**config.mk**
```make
export PLATFORM = sky130hd
export DESIGN_NAME = edm_pulse_gen_flat
export DESIGN_NICKNAME = d
export VERILOG_FILES = /design/src/rtl/edm_pkg.sv /design/src/rtl/edm_pulse_gen_if.sv /design/src/rtl/edm_rr_pick.sv /design/src/rtl/edm_pulse_gen.sv /design/src/flat_wrapper.sv
export SDC_FILE = /design/constraint.sdc
export NUM_CORES = 1
export LEC_CHECK = 0
export BUFFER_PORTS_ARGS = -buffer_cell sky130_fd_sc_hd__buf_2
export CORE_ASPECT_RATIO = 1.1
export CORE_UTILIZATION = 45
export CTS_CLUSTER_SIZE = 8
export DETAILED_ROUTE_END_ITERATION = 10
export RECOVER_POWER = 100
export SLEW_MARGIN = 20
export SYNTH_ARGS = -nofsm -noshare
export SYNTH_HDL_FRONTEND = slang
export SYNTH_SLANG_ARGS = --single-unit
export TNS_END_PERCENT = 100
```
**constraint.sdc**
```tcl
create_clock -name clk -period 4 [get_ports clk]
set_clock_uncertainty 0.2 [all_clocks]
set_input_delay 0.4 -clock clk [delete_from_list [all_inputs] [get_ports clk]]
set_output_delay 0.4 -clock clk [all_outputs]
set_load 0.01 [all_outputs]
```
**src/rtl/edm_pkg.sv**
```systemverilog
// rtl/edm_pkg.sv - shared FSM encoding and defaults for the EDM pulse generator
package edm_pkg;

    typedef enum logic [1:0] {
        ST_IDLE = 2'd0,
        ST_TON  = 2'd1,
        ST_TOFF = 2'd2
    } edm_state_t;

    localparam int CNT_W_DEF    = 16;
    localparam int MIN_TOFF_DEF = 4;

endpackage

```
**src/rtl/edm_pulse_gen_if.sv**
```systemverilog
// rtl/edm_pulse_gen_if.sv - command/ack handshake between the SPI command decoder and the pulse generator
interface edm_pulse_gen_if #(
    parameter int CNT_W = edm_pkg::CNT_W_DEF
) ();

    logic             machine_start;
    logic             machine_start_ack;
    logic             machine_stop;
    logic             machine_stop_ack;
    logic [CNT_W-1:0] Ton_data;
    logic             change_Ton;
    logic             change_Ton_ack;
    logic [CNT_W-1:0] Toff_data;
    logic             change_Toff;
    logic             change_Toff_ack;

    modport master (
        output machine_start, machine_stop,
        output Ton_data, change_Ton,
        output Toff_data, change_Toff,
        input  machine_start_ack, machine_stop_ack,
        input  change_Ton_ack, change_Toff_ack
    );

    modport slave (
        input  machine_start, machine_stop,
        input  Ton_data, change_Ton,
        input  Toff_data, change_Toff,
        output machine_start_ack, machine_stop_ack,
        output change_Ton_ack, change_Toff_ack
    );

endinterface

```
**src/rtl/edm_rr_pick.sv**
```systemverilog
// rtl/edm_rr_pick.sv - combinational round-robin finder: first set mask bit strictly after ptr, wrapping
module edm_rr_pick #(
    parameter int N_CH  = 8,
    parameter int PTR_W = 3
) (
    input  logic [N_CH-1:0]  mask,
    input  logic [PTR_W-1:0] ptr,
    output logic [PTR_W-1:0] idx,
    output logic             valid
);

    // Scan farthest offset first so the nearest enabled channel overwrites last.
    always_comb begin
        idx   = '0;
        valid = 1'b0;
        for (int i = N_CH; i >= 1; i--) begin
            if (mask[PTR_W'((int'(ptr) + i) % N_CH)]) begin
                idx   = PTR_W'((int'(ptr) + i) % N_CH);
                valid = 1'b1;
            end
        end
    end

endmodule

```
**src/rtl/edm_pulse_gen.sv**
```systemverilog
// rtl/edm_pulse_gen.sv - N-channel round-robin Ton/Toff discharge pulse generator
// Optional SHORT_CUT_EN: short_flag truncates the running pulse and doubles the next Toff.
module edm_pulse_gen
    import edm_pkg::*;
#(
    parameter int N_CH     = 8,
    parameter int CNT_W    = CNT_W_DEF,
    parameter int MIN_TOFF = MIN_TOFF_DEF,
    parameter int PCNT_W   = 32
) (
    input  logic              clk,
    input  logic              rst_n,
    edm_pulse_gen_if.slave    cmd,
    input  logic [N_CH-1:0]   chan_mask,
    input  logic              short_flag,
    output logic [N_CH-1:0]   pwm,
    output logic              pwm_q,
    output logic              running,
    output logic [PCNT_W-1:0] pulse_cnt
);

    localparam int PTR_W = (N_CH > 1) ? $clog2(N_CH) : 1;
    localparam logic [CNT_W-1:0] MIN_TOFF_C = CNT_W'((MIN_TOFF < 1) ? 1 : MIN_TOFF);

    edm_state_t       state;
    logic [CNT_W-1:0] cnt;
    logic [CNT_W-1:0] ton_act;
    logic [CNT_W-1:0] toff_act;
    logic [CNT_W-1:0] ton_sh;
    logic [CNT_W-1:0] toff_sh;
    logic [PTR_W-1:0] ptr;
    logic [PTR_W-1:0] pick_idx;
    logic             pick_valid;
    logic             short_hit;

`ifdef SHORT_CUT_EN
    assign short_hit = short_flag;
`else
    logic short_unused;
    assign short_unused = short_flag;
    assign short_hit    = 1'b0;
`endif

    function automatic logic [CNT_W-1:0] clamp_ton(input logic [CNT_W-1:0] v);
        return (v == '0) ? CNT_W'(1) : v;
    endfunction

    function automatic logic [CNT_W-1:0] clamp_toff(input logic [CNT_W-1:0] v);
        return (v < MIN_TOFF_C) ? MIN_TOFF_C : v;
    endfunction

    function automatic logic [CNT_W-1:0] sat_double(input logic [CNT_W-1:0] v);
        logic [CNT_W:0] d;
        d = {v, 1'b0};
        return d[CNT_W] ? '1 : d[CNT_W-1:0];
    endfunction

    edm_rr_pick #(
        .N_CH  (N_CH),
        .PTR_W (PTR_W)
    ) u_pick (
        .mask  (chan_mask),
        .ptr   (ptr),
        .idx   (pick_idx),
        .valid (pick_valid)
    );

    always_ff @(posedge clk) begin
        if (!rst_n) begin
            state                 <= ST_IDLE;
            cnt                   <= '0;
            ton_act               <= CNT_W'(1);
            toff_act              <= MIN_TOFF_C;
            ton_sh                <= CNT_W'(1);
            toff_sh               <= MIN_TOFF_C;
            ptr                   <= '0;
            pwm                   <= '0;
            pwm_q                 <= 1'b0;
            running               <= 1'b0;
            pulse_cnt             <= '0;
            cmd.machine_start_ack <= 1'b0;
            cmd.machine_stop_ack  <= 1'b0;
            cmd.change_Ton_ack    <= 1'b0;
            cmd.change_Toff_ack   <= 1'b0;
        end else begin
            cmd.machine_start_ack <= cmd.machine_start & ~cmd.machine_stop;
            cmd.machine_stop_ack  <= cmd.machine_stop;
            cmd.change_Ton_ack    <= cmd.change_Ton;
            cmd.change_Toff_ack   <= cmd.change_Toff;

            if (cmd.change_Ton) begin
                ton_sh <= clamp_ton(cmd.Ton_data);
            end
            if (cmd.change_Toff) begin
                toff_sh <= clamp_toff(cmd.Toff_data);
            end

            if (cmd.machine_stop) begin
                state   <= ST_IDLE;
                pwm     <= '0;
                pwm_q   <= 1'b0;
                running <= 1'b0;
            end else begin
                case (state)
                    ST_IDLE: begin
                        if (cmd.machine_start) begin
                            state     <= ST_TOFF;
                            cnt       <= toff_act - CNT_W'(1);
                            pwm_q     <= 1'b1;
                            running   <= 1'b1;
                            pulse_cnt <= '0;
                        end
                    end
                    ST_TOFF: begin
                        if (cnt != '0) begin
                            cnt <= cnt - CNT_W'(1);
                        end else if (!pick_valid) begin
                            cnt <= toff_act - CNT_W'(1);
                        end else begin
                            // Shadows become active only here, so a pulse in flight never changes.
                            state     <= ST_TON;
                            pwm       <= N_CH'(1) << pick_idx;
                            pulse_cnt <= pulse_cnt + PCNT_W'(1);
                            ptr       <= pick_idx;
                            ton_act   <= ton_sh;
                            toff_act  <= toff_sh;
                            cnt       <= ton_sh - CNT_W'(1);
                        end
                    end
                    ST_TON: begin
                        if (short_hit) begin
                            state <= ST_TOFF;
                            pwm   <= '0;
                            cnt   <= sat_double(toff_act) - CNT_W'(1);
                        end else if (cnt == '0) begin
                            state <= ST_TOFF;
                            pwm   <= '0;
                            cnt   <= toff_act - CNT_W'(1);
                        end else begin
                            cnt <= cnt - CNT_W'(1);
                        end
                    end
                    default: begin
                        state   <= ST_IDLE;
                        pwm     <= '0;
                        pwm_q   <= 1'b0;
                        running <= 1'b0;
                    end
                endcase
            end
        end
    end

endmodule

```
**src/flat_wrapper.sv**
```systemverilog
// flat-port wrapper written by rule: the top's interface ports become plain ports
module edm_pulse_gen_flat import edm_pkg::*;
#(
    parameter int N_CH     = 8,
    parameter int CNT_W    = CNT_W_DEF,
    parameter int MIN_TOFF = MIN_TOFF_DEF,
    parameter int PCNT_W   = 32
)
  (clk, rst_n, chan_mask, short_flag, pwm, pwm_q, running, pulse_cnt, cmd_machine_start, cmd_machine_stop, cmd_Ton_data, cmd_change_Ton, cmd_Toff_data, cmd_change_Toff, cmd_machine_start_ack, cmd_machine_stop_ack, cmd_change_Ton_ack, cmd_change_Toff_ack);
  edm_pulse_gen_if #(.CNT_W(CNT_W)) cmd_i ();
  input  logic clk;
  input  logic rst_n;
  input  logic [N_CH-1:0] chan_mask;
  input  logic short_flag;
  output logic [N_CH-1:0] pwm;
  output logic pwm_q;
  output logic running;
  output logic [PCNT_W-1:0] pulse_cnt;
  input wire logic [$bits(cmd_i.machine_start)-1:0] cmd_machine_start;
  input wire logic [$bits(cmd_i.machine_stop)-1:0] cmd_machine_stop;
  input wire logic [$bits(cmd_i.Ton_data)-1:0] cmd_Ton_data;
  input wire logic [$bits(cmd_i.change_Ton)-1:0] cmd_change_Ton;
  input wire logic [$bits(cmd_i.Toff_data)-1:0] cmd_Toff_data;
  input wire logic [$bits(cmd_i.change_Toff)-1:0] cmd_change_Toff;
  output wire logic [$bits(cmd_i.machine_start_ack)-1:0] cmd_machine_start_ack;
  output wire logic [$bits(cmd_i.machine_stop_ack)-1:0] cmd_machine_stop_ack;
  output wire logic [$bits(cmd_i.change_Ton_ack)-1:0] cmd_change_Ton_ack;
  output wire logic [$bits(cmd_i.change_Toff_ack)-1:0] cmd_change_Toff_ack;
  assign cmd_i.machine_start = cmd_machine_start;
  assign cmd_i.machine_stop = cmd_machine_stop;
  assign cmd_i.Ton_data = cmd_Ton_data;
  assign cmd_i.change_Ton = cmd_change_Ton;
  assign cmd_i.Toff_data = cmd_Toff_data;
  assign cmd_i.change_Toff = cmd_change_Toff;
  assign cmd_machine_start_ack = cmd_i.machine_start_ack;
  assign cmd_machine_stop_ack = cmd_i.machine_stop_ack;
  assign cmd_change_Ton_ack = cmd_i.change_Ton_ack;
  assign cmd_change_Toff_ack = cmd_i.change_Toff_ack;
  edm_pulse_gen #(.N_CH(N_CH), .CNT_W(CNT_W), .MIN_TOFF(MIN_TOFF), .PCNT_W(PCNT_W)) u_core (.clk(clk), .rst_n(rst_n), .cmd(cmd_i), .chan_mask(chan_mask), .short_flag(short_flag), .pwm(pwm), .pwm_q(pwm_q), .running(running), .pulse_cnt(pulse_cnt));
endmodule
```
==> results of run 1 <==
==> power groups by stage <==
stage	Combinational, uW	Sequential [uW]	Clock, uW
floorplan	492	1220	0
global placement	663	1230	0
detailed placement	663	1230	0
CTS	667	1210	1480
global route	719	1220	1540
finish	652	1210	1460
==> cell type report <==
type / count / area, sq um
Clock buffer: 21 / 460
Tap cell: 196 / 245
Sequential cell: 114 / 2280
Multi-Input combinational cell: 671 / 4290
Fill cell: 1547 / 7080
Clock inverter: 11 / 105
Inverter: 26 / 97.6
Timing Repair Buffer: 107 / 500
==> cell families after synthesis <==
logic type | synth area share (%)
simple gates | 25.1
buf+inv | 4.59
fa+ha+maj | 1.99
mux | 10.3
compound gates | 17.2
flops | 32.9
xor+xnor | 7.96
==> metal layers <==
layer	up-vias	part of all wire [%]
li1	3252	-
met1	3073	46
met2	174	48
met3	35	4.3
met4	0	2.3
met5	-	0
==> worst max path at each step <==
stage	endpoint	start	cells after the start
after floorplan	u_core.pwm[3]$_SDFFE_PP0P_	u_core.ptr[0]$_SDFFE_PN0P_	13
after global placement	u_core.pwm[7]$_SDFFE_PP0P_	u_core.ptr[1]$_SDFFE_PN0P_	9
after detailed placement	u_core.pwm[7]$_SDFFE_PP0P_	u_core.ptr[1]$_SDFFE_PN0P_	9
after CTS	u_core.pwm[7]$_SDFFE_PP0P_	u_core.ptr[1]$_SDFFE_PN0P_	9
after global routing	u_core.cnt[7]$_SDFFE_PN0P_	u_core.ptr[0]$_SDFFE_PN0P_	9
final	u_core.cnt[7]$_SDFFE_PN0P_	u_core.ptr[0]$_SDFFE_PN0P_	9
==> layout by cell type, fill, tap and decap left out, types with 5 or more instances in the layout <==
cell,instances
xor2_1,32
mux2i_1,35
o2111ai_1,5
buf_4,12
nor4_1,23
nand2b_1,9
o22ai_1,12
nor3_1,32
a211oi_1,7
mux2_2,7
nand3_1,34
mux4_2,12
a22oi_1,8
clkbuf_16,17
o21a_1,8
a21oi_1,64
or3_1,14
nand4_1,9
xnor2_1,31
o211ai_1,8
ha_1,11
buf_2,43
clkbuf_1,54
nand2_1,99
or4_1,7
a31oi_1,5
and3_1,7
nor2_1,108
dfxtp_1,114
o21ai_0,25
inv_1,25
o31ai_1,15
==> metrics by stage <==
step	power (uW)	setup WS [ns]	instances	area [sq um]
finish	3320	0.347	1146	7980
CTS	3360	0.564	1146	8110
floorplan	1720	0.492	862	6930
global route	3470	0.176	1146	7980
global placement	1900	0.603	1114	7540
detailed placement	1900	0.575	1114	7540
==> state kept, by name, summed over array words and instances (netlist names) <==
register                      cells
u_core.toff_act                  16
u_core.pwm_q                      1
u_core.cmd.change_Ton_ack         1
u_core.pwm                        8
u_core.cmd.change_Toff_ack        1
u_core.ton_sh                    16
u_core.toff_sh                   16
u_core.ptr                        3
u_core.cmd.machine_start_ack      1
u_core.cmd.machine_stop_ack       1
u_core.pulse_cnt                 32
u_core.cnt                       16
u_core.state                      2
==> critical path, stage by stage, from the launching register on <==
cell and delay [ns]:
dfxtp_1 0.32, buf_4 0.26, mux4_2 0.68, or4_1 0.56, o211ai_1 0.57, a211oi_1 0.16, clkbuf_1 0.21, o21bai_1 0.19
a211oi_1 0.27, o21a_1 0.16
==> flow_summary.yaml, run 1 <==
routing:
  via_per_inst: 5.70
  drt-initial-drc-count: 447
  firstDrtPassIters: 5
  wl_um: 18300
  drc_errors: 0
  antenna_left: 0
  vias: 6534
  wire_per_inst_um: 16.0
floorplanning:
  die_x_um: 120
  num_rows: 47
  die-area_sq_mm: 0.0159
  die_h_um: 132
  coreArea_sq_mm: 0.0151
  initial_core_util_pct: 46.0
  io_pins: 93
clock_tree:
  post-cts-setup-buffers: 0
  clockRootBuffer: "clkbuf_16"
  clk-insertion-delay-late_ns: 0.42
  post_cts_resized: 0
  clockBufferDepth: 2
  clk_pin_slew_ns: 0.05
  cts_hold_buffers: 0
  clock-sinks: 114
  cts_tree: "done"
  ctsHtreeMaxLevel: 4
  cts_buffers: 17
worst_setup_path:
  start_kind: "register"
  r2r-end: "u_core.cnt[7]$_SDFFE_PN0P_"
  cp.required_ns: 4.16
  reg2reg_depth: 9
  critPathMaxFanout: 19
  crit_arrival_ns: 3.81
  r2r-start: "u_core.ptr[0]$_SDFFE_PN0P_"
  crit_path_end_kind: "register"
  reg2reg_setup_slack_ns: 0.35
  worst-setup-path-type: "register to register"
run_status:
  status: "finished with violations"
  violations: "capacitance limit, slew limit"
grt:
  overflow: 0
  met1_usage_pct: 30.6
  top_usage_layer: "met2"
  use_met3_pct: 4.33
  grt_use_total_pct: 23.7
  grtUsageMet2_pct: 39.5
  grt_pass1_vias: 5955
  grt_pass1_wl_um: 30200
  grt_max_degree: 53
  antenna_found_initial: 0
sta:
  min_period_over_period_pct: 91.3
  drv_slew: 53
  rsz0062_at_grt: "no"
  slew_headroom_pct: -55.7
  worst_pin_slew_ns: 2.33
  hold_violations: 0
  clock.fmax_mhz: 274
  fin_crit_ns: 3.65
  setup_tns_ns: 0
  holdWs_ns: 0.0248
  setup_viol_count_final: 0
pwr:
  p_clk_share_pct: 43.9
  p_seq_share_pct: 36.5
  total_leakage_power_uw: 0.00301
  internal_power_uw: 2310
  comb_power_share_pct: 19.6
  power.net_switching_uw: 1010
  power_density_mw_per_mm2: 416
  peakVddDrop_v: 0.000300
  swShare_pct: 30.4
yosys:
  seq_area_frac_synth_pct: 32.9
  synth_ff_type: "dfxtp_1"
  synth_cell_type_count: 65
  synth_area_sq_mm: 0.00693
  synth_area_per_cell_sq_um: 8.04
  synth_common_cells: "dfxtp_1 (114), nor2_1 (108), nand2_1 (98), a21oi_1 (64), mux2i_1 (35)"
  async_flop_share_pct: 0
  synth.top_cell.area_share_pct: 32.9
  synth_edf_count: 0
  synth_nets: 920
  ys_top_cells_by_area: "dfxtp_1 (33%), nor2_1 (5.9%), nand2_1 (5.3%)"
  yosysMostFrequentCell: "dfxtp_1"
  synth_area_leader_cell: "dfxtp_1"
  yosys_warnings: 0
  ys_seq_elements: 114
  syn-instance-count: 862
final_layout:
  antennaDiodeCount: 0
  utilization_pct: 53.0
  nNetsFinal: 995
  syn2layout_area_growth_pct: 15.1
  drive_gt1_share_pct: 11.6
worst_hold_path:
  hold_end: "u_core.toff_sh[1]$_SDFFE_PN0P_"
  hold_class: "input port to register"
  whs_path_depth: 3
  hp-start: "cmd_Toff_data[1]"
place:
  gp_congestion: 0.917
  place_hpwl_um: 13100
  port_buffers: 91
job:
  drv_cap: 1
Note: power is estimated with default switching activity, not from simulation.
==> run 2: changes to the inputs <==
--- a/config.mk
+++ b/config.mk
@@ -14,5 +14,6 @@
 export SLEW_MARGIN = 20
 export SYNTH_ARGS = -nofsm -noshare
 export SYNTH_HDL_FRONTEND = slang
+export SYNTH_HIERARCHICAL = 1
 export SYNTH_SLANG_ARGS = --single-unit
 export TNS_END_PERCENT = 100
==> flow_summary.yaml, run 2 <==
run_status:
  status: "finished with violations"
  violations: "capacitance limit, slew limit"
yosys:
  seq_area_frac_synth_pct: 33.7
  async_flop_share_pct: 0
  ys_seq_elements: 114
  synth_ff_type: "dfxtp_1"
  syn-instance-count: 835
  yosysMostFrequentCell: "dfxtp_1"
  synth.top_cell.area_share_pct: 33.7
  synth_nets: 893
  synth_area_sq_mm: 0.00677
  yosys_warnings: 6
  synth_common_cells: "dfxtp_1 (114), nand2_1 (100), nor2_1 (83), a21oi_1 (68), o21ai_0 (51)"
  synth_edf_count: 0
  synth_area_per_cell_sq_um: 8.11
  ys_top_cells_by_area: "dfxtp_1 (34%), mux2i_1 (5.6%), nand2_1 (5.5%)"
  synth_area_leader_cell: "dfxtp_1"
  synth_cell_type_count: 78
final_layout:
  drive_gt1_share_pct: 13.2
  antennaDiodeCount: 0
  largest_reg_flops: 32
  fin_cells: 1118
  fill_cells: 1406
  nNetsFinal: 971
  final_common_cell: "dfxtp_1"
  top_register: "u_core/pulse_cnt"
  final_cell_mix: "dfxtp_1 (114), nand2_1 (100), nor2_1 (84), a21oi_1 (68), clkbuf_1 (51)"
  syn2layout_area_growth_pct: 17.0
worst_setup_path:
  critPathMostFrequentCell: "inv_1"
  worst-setup-path-type: "register to register"
  crit_path_end_kind: "register"
  cp.required_ns: 4.13
  crit_slowest_cell: "mux4_2"
  cp_top_family: "simple AND/OR/NAND/NOR gates"
  worstPathCellList: "inv_1, ha_1, mux4_2, nor4_1, nand4_1, buf_4, inv_1, nor2_1, o21bai_1, clkbuf_2, nand3_1, o21ai_0"
  crit_arrival_ns: 3.81
  critPathMaxFanout: 16
  slowest_delay_ns: 0.58
  crit_buf_inv: 4
  start_kind: "register"
sta:
  worst_pin_slew_ns: 2.41
  fin_crit_ns: 3.68
  hold_violations: 0
  setup_viol_count_final: 0
  rsz0062_at_grt: "no"
  setup_tns_ns: 0
  clock.fmax_mhz: 272
  slew_headroom_pct: -60.9
  drv_slew: 55
  holdWs_ns: 0.0269
  min_period_over_period_pct: 92.0
routing:
  drt-initial-drc-count: 494
  firstDrtPassIters: 5
  wl_um: 18500
  wire_per_inst_um: 16.6
  antenna_left: 0
  vias: 6529
  drc_errors: 0
  via_per_inst: 5.84
clock_tree:
  clockRootBuffer: "clkbuf_16"
  clk_pin_slew_ns: 0.06
  clock-sinks: 114
  cts_hold_buffers: 0
  clk-insertion-delay-late_ns: 0.41
  cts_tree: "done"
  ctsHtreeMaxLevel: 4
  cts_buffers: 17
  clockBufferDepth: 2
  post-cts-setup-buffers: 0
  post_cts_resized: 0
place:
  gp_congestion: 0.952
  port_buffers: 91
  placed_cells: 1086
  place_hpwl_um: 13400
floorplanning:
  io_pins: 93
  initial_core_util_pct: 46.5
  coreArea_sq_mm: 0.0146
  die_h_um: 131
  die_x_um: 119
  die-area_sq_mm: 0.0155
  num_rows: 46
job:
  drv_cap: 1
pwr:
  comb_power_share_pct: 19.5
  power.net_switching_uw: 1060
  p_clk_share_pct: 46.4
  internal_power_uw: 2490
  power_density_mw_per_mm2: 448
  swShare_pct: 29.9
  peakVddDrop_v: 0.000274
  p_seq_share_pct: 34.1
  total_leakage_power_uw: 0.00301
worst_hold_path:
  hold_class: "input port to register"
grt:
  overflow: 0
  antenna_found_initial: 0
  grt_use_total_pct: 24.6
  grt_pass1_wl_um: 30600
  grt_max_degree: 55
  grt_pass1_vias: 6254
## run 2: cell count changes in the layout (fill, tap and decap cells not counted), moves of 7 or more
cell,previous run,this run
nor3_1,32,13
o22ai_1,12,2
o21ai_0,25,50
nor2_1,108,84
xor2_1,32,20
o21a_1,8,0
nand4_1,9,16
## run 2: per-stage QoR
| stage | setup WS (ns) | power [uW] | utilization, % | cell area [sq um] |
|---|---|---|---|---|
| CTS | 0.333 | 3570 | 54.9 | 8000 |
| global route | 0.0522 | 3710 | 54.4 | 7920 |
| global placement | 0.411 | 1900 | 50.5 | 7360 |
| detailed placement | 0.352 | 1920 | 50.5 | 7360 |
| finish | 0.320 | 3550 | 54.4 | 7920 |
| floorplan | 0.404 | 1730 | - | 6770 |
## run 2: cell families (layout without fill, tap and decap cells)
logic type,count (synthesis),after routing,synth area share [%]
AOI/OAI and AO/OA,188,188,17.2
DFF,114,114,33.7
xor gates and xnor gates,47,47,6.19
and+or+nand+nor,353,353,26.8
buffers and inverters,71,162,4.53
muxes,51,51,9.59
adders and majority gates,11,11,2.03
## run 2: layout make-up
type / instances / area [sq um] / area share (%)
Multi-Input combinational cell: 650 / 4190 / 52.8
Sequential cell: 114 / 2280 / 28.8
Timing Repair Buffer: 103 / 474 / 5.98
Clock buffer: 18 / 439 / 5.54
Tap cell: 192 / 240 / 3.03
Clock inverter: 14 / 201 / 2.54
Inverter: 27 / 101 / 1.28
## run 2: per-layer routing
metal,vias to the layer above,GRT usage [%],routed length (um),part of all wire [%]
met1,3050,29.3,7970,43
met3,42,4.60,1030,5.5
met2,243,42.5,8810,47
met4,0,12.9,744,4.0
met5,-,0,0,0
li1,3194,-,-,-
## run 2: worst register-to-register path, cell delays in order (launching register included)
cell and delay [ns]:
dfxtp_1 0.33, inv_1 0.11, ha_1 0.44, mux4_2 0.58, nor4_1 0.38, nand4_1 0.21, buf_4 0.22, inv_1 0.19
nor2_1 0.23, o21bai_1 0.21, clkbuf_2 0.29, nand3_1 0.12, o21ai_0 0.11
## run 2: power groups by stage
stage          Sequential [uW]  Clock (uW)  Combinational [uW]
4_1_cts                   1210        1670                 687
5_1_grt                   1220        1730                 760
6_report                  1210        1650                 694
3_3_place_gp              1230           0                 668
3_5_place_dp              1230           0                 683
2_1_floorplan             1220           0                 502
## run 2: final timing paths
kind                                   from                               to  slack [ns]  cells past startpoint
max              u_core/ptr[0]$_SDFFE_PN0P_       u_core/pwm[4]$_SDFFE_PP0P_        0.32                     12
min                        cmd_Toff_data[1]   u_core/toff_sh[1]$_SDFFE_PN0P_        0.03                      3
max reg2reg      u_core/ptr[0]$_SDFFE_PN0P_       u_core/pwm[4]$_SDFFE_PP0P_        0.32                     12
min reg2reg  u_core/toff_sh[0]$_SDFFE_PN0P_  u_core/toff_act[0]$_SDFFE_PN0P_        0.27                      2
